--- src/rtl/dotmatrix_scan_ctrl.sv ---
// dotmatrix_scan_ctrl: row-scan controller for a 16x16 LED matrix with frame-aligned glyph switching.
module dotmatrix_scan_ctrl #(
    parameter int SCAN_DIV         = 4,
    parameter int FRAMES_PER_GLYPH = 50,
    parameter int NUM_GLYPHS       = 10
) (
    input  logic        clk,
    input  logic        rst_n,
    input  logic        en,
    input  logic        hold,
    input  logic        load,
    input  logic [3:0]  load_idx,
    input  logic [15:0] col_in,
    output logic [3:0]  row_bin,
    output logic [3:0]  glyph_idx,
    output logic [15:0] row_oh,
    output logic [15:0] col_out,
    output logic        frame_done
);
    localparam int DW = $clog2(SCAN_DIV);
    localparam int FW = $clog2(FRAMES_PER_GLYPH + 1);
    localparam logic [1:0] IDLE = 2'd0, BLANK = 2'd1, DRIVE = 2'd2;

    logic [1:0]    state;
    logic [DW-1:0] div;
    logic [FW-1:0] fc;
    logic [3:0]    pend;
    logic          pend_v;
    logic          last, boundary, fc_top;
    logic [3:0]    ld_val, glyph_next;

    always_comb begin
        last       = state == DRIVE && div == DW'(SCAN_DIV - 2);
        boundary   = last && row_bin == 4'd15;
        fc_top     = fc == FW'(FRAMES_PER_GLYPH - 1);
        ld_val     = load_idx > 4'(NUM_GLYPHS - 1) ? 4'(NUM_GLYPHS - 1) : load_idx;
        glyph_next = glyph_idx == 4'(NUM_GLYPHS - 1) ? 4'd0 : glyph_idx + 4'd1;
    end

    always_ff @(posedge clk or negedge rst_n) begin
        if (!rst_n) begin
            state      <= IDLE;
            div        <= '0;
            fc         <= '0;
            pend       <= '0;
            pend_v     <= 1'b0;
            row_bin    <= '0;
            glyph_idx  <= '0;
            row_oh     <= '0;
            col_out    <= '0;
            frame_done <= 1'b0;
        end else begin
            frame_done <= en && boundary;
            if (!en) begin
                state   <= IDLE;
                row_bin <= '0;
                row_oh  <= '0;
                col_out <= '0;
                div     <= '0;
            end else if (state == IDLE) begin
                state   <= BLANK;
                row_bin <= '0;
            end else if (state == BLANK) begin
                state   <= DRIVE;
                col_out <= col_in;
                row_oh  <= 16'b1 << row_bin;
                div     <= '0;
            end else if (last) begin
                state   <= BLANK;
                row_bin <= row_bin + 4'd1;
                row_oh  <= '0;
                col_out <= '0;
            end else if (state == DRIVE) begin
                div <= div + DW'(1);
            end else begin
                state <= IDLE;
            end
            // Glyph changes only while idle or exactly at a frame boundary, so a frame never tears.
            if ((state == IDLE || (en && boundary)) && pend_v) begin
                glyph_idx <= pend;
                pend_v    <= 1'b0;
                fc        <= '0;
            end else if (en && boundary) begin
                if (!fc_top) begin
                    fc <= fc + FW'(1);
                end else if (!hold) begin
                    glyph_idx <= glyph_next;
                    fc        <= '0;
                end
            end
            // A load coinciding with the boundary survives the clear above and waits for the next one.
            if (load) begin
                pend   <= ld_val;
                pend_v <= 1'b1;
            end
        end
    end
endmodule

--- config.mk ---
export PLATFORM = sky130hd
export DESIGN_NAME = dotmatrix_scan_ctrl
export DESIGN_NICKNAME = d
export VERILOG_FILES = /design/src/rtl/dotmatrix_scan_ctrl.sv
export SDC_FILE = /design/constraint.sdc
export NUM_CORES = 1
export LEC_CHECK = 0
export ABC_AREA = 0
export CAP_MARGIN = 20
export CORE_ASPECT_RATIO = 0.9
export CORE_MARGIN = 5
export CORE_UTILIZATION = 53
export DETAILED_ROUTE_END_ITERATION = 10
export GPL_TIMING_DRIVEN = 0
export PLACE_DENSITY_LB_ADDON = 0.05
export SLEW_MARGIN = 20
export SYNTH_ARGS = -nofsm -noshare
export SYNTH_HDL_FRONTEND = slang
export SYNTH_SLANG_ARGS = --single-unit
--- constraint.sdc ---
create_clock -name clk -period 3.8 [get_ports clk]
set_input_delay 0.38 -clock clk [delete_from_list [all_inputs] [get_ports clk]]
set_output_delay 0.38 -clock clk [all_outputs]
set_load 0.1 [all_outputs]
; ---- Word level (Yosys, flattened, before mapping)
; Index checks and enable logic that the tools add are counted.
[totals]
wordCells = 78
input_bits = 25
reg_bits = 56
[op_classes]
order_cmp = 1
eq_ne = 15
n_shift = 1
add_sub_neg = 4
mux = 33
reduce_logical = 14
[op_table]
columns = cell, n
row1 = $mux W16, 7
row2 = $mux W4, 10
row3 = $mux W6, 4
row4 = $mux W2, 10
row5 = $shl A1 B4 Y16 const A, 1
row6 = $ne A3 B1 Y1 const B, 3
row7 = $add A4 B1 Y4 const B, 2
row8 = $eq A4 B4 Y1 const B, 2
row9 = $add A6 B1 Y6 const B, 1
row10 = $eq A6 B6 Y1 const B, 1
row11 = $ne A3 B2 Y1 const B, 2
row12 = $reduce_and A2 Y1, 3
row13 = $reduce_and A3 Y1, 2
row14 = $reduce_bool A2 Y1, 3
row15 = $ne A5 B3 Y1 const B, 1
row16 = $eq A2 B2 Y1 const B, 2
row17 = $gt A4 B4 Y1 const B, 1
row18 = $logic_and A1 B1 Y1, 4
row19 = $ne A3 B3 Y1 const B, 1
row20 = $add A2 B1 Y2 const B, 1
row21 = $eq A2 B1 Y1 const B, 1
row22 = $logic_not A2 Y1, 1
row23 = $mux W1, 2
row24 = $ne A2 B1 Y1 const B, 1
row25 = other kinds (2), 2

; ---- Depth between registers and ports, before layout
[depth]
word_depth = 8
ltp_mapped = 9
mapped_depth_nobuf = 7

; ---- Least setup slack after synthesis
; Ideal clock, no wire load.
[synth_timing]
path_type = reg-to-reg
start = register row_bin[0]
end = register fc[2]
synth_period_minus_slack_ns = 2.503
setup_time_ns = 0.080
arrival_ns = 2.423
path_stages_with_launch = 7
t_required_ns = 3.720
setup_slack_ns = 1.297
path_buffers = 1
cell_sequence = dfrtp_1 -> ha_1 -> nand4b_4 -> or2_1 -> buf_6 -> or4_1 -> a21oi_1
[synth_between]
elab_chain_len = 7
[synth_lines]
columns = element, line_no
row1 = "start, declared", 14  ; output logic [3:0] row_bin,
row2 = "start signal, assigned", 70  ; row_bin <= row_bin + 4'd1;
row3 = $eq A4 B4 Y1 *, 34  ; boundary = last && row_bin == 4'd15;
row4 = $logic_and A1 B1 Y1 *, 34
row5 = $logic_and A1 B1 Y1 *, "79, 83"
row6 = $logic_or A1 B1 Y1, 79  ; if ((state == IDLE || (en && boundary)) && pend_v) begin
row7 = $logic_and A1 B1 Y1, 79
row8 = $ne A3 B2 Y1 (no line) / $reduce_bool A2 Y1 (equally long branches), -
row9 = $reduce_and A2 Y1 (no line), -
row10 = "end signal, assigned", 85  ; fc <= fc + FW'(1);
row11 = "end, declared", 26  ; logic [FW-1:0] fc;
; Every way passes the cells marked *; elsewhere a longest branch is shown, timed or not.
; A chain may end at the register's enable or synchronous reset.

; ---- Final worst setup path
[layout_timing]
start = register glyph_idx[1]
end = output glyph_idx[1]
[layout_rtl]
columns = element, line_no
row1 = "start, declared", 15  ; output logic [3:0] glyph_idx,
row2 = "start signal, assigned", 80  ; glyph_idx <= pend;
row3 = "start signal, assigned", 87  ; glyph_idx <= glyph_next;
; No word-level cell between the ends.

==> results.toml <==
[synthesis]
synthCells = 241
ys_seq_area_frac = 0.5253
synth-edff-count = 0
synth_warnings = 0
yosys_most_used_dff = "dfrtp_1"
syn_area_per_cell_um2 = 11.07
synth_cell_types = 47
ys_async_sr_fraction = 1.000
synth_nets = 275
mappedNetlistArea_um2 = 2668
ys_seq_elements = 56

[clocking]
htree_levels = 2
ctsResizeCount = 0
ctsHoldBuffers = 0
clock_path_buffers = 2
clock_sinks = 56
cts.clk_slew.worst_paths_ns = 0.10
cts_setup_buffers = 0
cts_tree = "built"
clock_latency_ns = 0.30
cts_root_buf = "clkbuf_8"
cts_made_buffers = 5

[power]
vdd_drop_max_uv = 448.3
power_leakage_nw = 1.550
p_int_w = 0.0009146
p_sw_w = 0.0005590
sw_frac_of_total = 0.3793
clkPwrFrac = 0.228
p_seq_frac = 0.450
p_comb_frac = 0.322
powerDensity_nw_per_um2 = 423.3

[grt]
grt_pass1_vias = 2017
grt.total_usage = 0.1893
overflow = 0
antenna_found_initial = 0
grt_max_degree = 57
grt_pass1_wl_mm = 10.20

[critical_path]
crit_arrival_ns = 1.95
endpoint_kind = "primary output"
start_kind = "register"
critical_path_depth = 1
r2r_setup_slack_ns = 1.69
reg2reg_depth = 7
crit_chain = "clkdlybuf4s50_1"
crit_family = "buffers and inverters"
path_class = "reg2out"
cp_max_fo = 7
crit_buf_inv = 1
max_stage_delay_ns = 1.18
worst_ep_required_time_ns = 3.42
slowest_stage = "clkdlybuf4s50_1"

[timing]
fin_ws_ns = 1.467
worst_slew_pin_slew_ns = 1.012
layout_min_cycle_time_ns = 2.333
clock.fmax_mhz = 428.6
slew_headroom = 0.3231
finClkSkew_ns = 0.004125
finalSetupViolCount = 0
finalSetupTns_ns = 0
slew_viol_final = 0
hold-worst-slack_ns = 0.1181
rsz0062_at_grt = "false"
post-route-period-util = 0.6140
hold_viol = 0

[layout]
num_antenna_cells = 0
nNetsFinal = 346
nFillCells = 386
synthToLayoutAreaGrowth_pct = 30.49
final_util = 0.7155
drive_above_1_share = 0.06709
stdcell_area_um2 = 3481

[min_path]
hold_class = "in2async"

[placed_design]
place_hpwl_mm = 4.254
portBuffers = 64
post_dp_cell_area_um2 = 3387
gp_congestion = 0.8270
dp_slack_ns = 1.328

[detailed_routing]
vias = 2117
drc = 0
routed_wl_mm = 6.038
route.met2.wl_mm = 2.668
wl_met3_um = 327
wl_per_cell_um = 15.97
ant_nets = 0
viasPerCell = 5.601
maxUsedRoutingLayer = "met4"
drt-met1-wl_mm = 3.015
first_iter_violations = 106
drt_pass1_iterations = 4

[die]
start_util = 0.5484
coreArea_um2 = 4865
dieArea_um2 = 6554
rows = 24
ioPinCount = 66
die_h_um = 77.31
die_x_um = 84.78

[status]
status = "finished clean"

[flow_run]
cap_viol_max_count = 0
metrics by stage:
stage	power, W	instances
2_1_floorplan	0.001012	241
3_3_place_gp	0.001144	370
3_5_place_dp	0.001148	370
4_1_cts	0.001484	378
5_1_grt	0.001544	378
6_report	0.001474	378
cells in the mapped netlist, types with 3 or more instances:
| cell | number | area share |
|---|---|---|
| a211oi_1 | 3 | 0.0084 |
| a21oi_1 | 9 | 0.017 |
| a22o_1 | 28 | 0.092 |
| a22oi_1 | 4 | 0.011 |
| a32o_1 | 5 | 0.019 |
| and2_1 | 8 | 0.019 |
| and3_1 | 3 | 0.0070 |
| buf_2 | 6 | 0.011 |
| clkbuf_1 | 8 | 0.011 |
| dfrtp_1 | 56 | 0.53 |
| ha_1 | 9 | 0.042 |
| inv_1 | 12 | 0.017 |
| mux2i_1 | 4 | 0.015 |
| nand2_1 | 5 | 0.0070 |
| nand3_1 | 5 | 0.0094 |
| nand4_1 | 3 | 0.0070 |
| nor2_1 | 10 | 0.014 |
| nor2b_1 | 9 | 0.021 |
| o21ai_0 | 16 | 0.030 |
worst paths after layout:
path                                          start                        to
setup / recovery           glyph_idx[1]$_DFFE_PN0P_              glyph_idx[1]
hold reg to reg              row_oh[15]$_DFFE_PN0P_    row_oh[15]$_DFFE_PN0P_
setup reg to reg                 div[0]$_DFFE_PN0P_  glyph_idx[3]$_DFFE_PN0P_
min in group clk                               load       pend[2]$_DFFE_PN0P_
hold / removal                                rst_n    row_oh[14]$_DFFE_PN0P_
max in group asynchronous                     rst_n    col_out[5]$_DFFE_PN0P_
power by group through the flow:
stage	Combinational, W	Clock (W)	Sequential, W
finish	0.000475	0.000336	0.000663
global route	0.000498	0.000376	0.000670
CTS	0.000477	0.000345	0.000662
detailed placement	0.000474	0	0.000674
global placement	0.000470	0	0.000673
floorplan	0.000125	0	0.000887
final cells by class:
| cell class | instances | area, µm² | area share |
|---|---|---|---|
| sequential | 56 | 1401 | 0.4026 |
| clock inverter | 1 | 7.507 | 0.002157 |
| clock buffer | 7 | 86.33 | 0.02480 |
| inverter | 12 | 45.04 | 0.01294 |
| buffer | 18 | 91.34 | 0.02624 |
| timing repair buffer | 64 | 638.1 | 0.1833 |
| tap | 65 | 81.33 | 0.02336 |
| multi-input combinational | 155 | 1130 | 0.3246 |
per-layer routing:
metal,track usage,up-vias
met1,0.2842,1020
li1,-,1028
met2,0.2801,67
met5,0,-
met3,0.04394,2
met4,0.04272,0
cell usage in the layout (no fill, tap or decap), drive strengths merged, types with 4 or more instances in the layout:
| cell type | Yosys | routed |
|---|---|---|
| a22o | 28 | 28 |
| and2 | 8 | 8 |
| buf | 9 | 10 |
| inv | 12 | 12 |
| clkbuf | 9 | 16 |
| clkdlybuf4s50 | 0 | 63 |
| ha | 9 | 9 |
| nand2 | 5 | 5 |
| mux2i | 4 | 4 |
| nand3 | 5 | 5 |
| a32o | 5 | 5 |
| a21oi | 9 | 9 |
| nor2 | 10 | 10 |
| nor2b | 9 | 9 |
| o21ai | 16 | 16 |
| dfrtp | 56 | 56 |
| a22oi | 4 | 4 |
logic make-up after synthesis:
kind of cell,count (synthesis),share of synthesized area
AND/OR/NAND/NOR,62,0.1435
multiplexers,6,0.02345
flip-flops,56,0.5253
AO/OA/AOI/OAI,77,0.2111
adder cells (fa/ha/maj),9,0.04221
buffers and inverters,30,0.05112
XOR/XNOR,1,0.003284
flip-flops by register name, summed over array words and instances (netlist names):
signal      flops
glyph_idx       4
div             2
frame_done      1
row_bin         4
pend_v          1
row_oh         16
col_out        16
state           2
pend            4
fc              6
(Power assumes the default switching activity.)
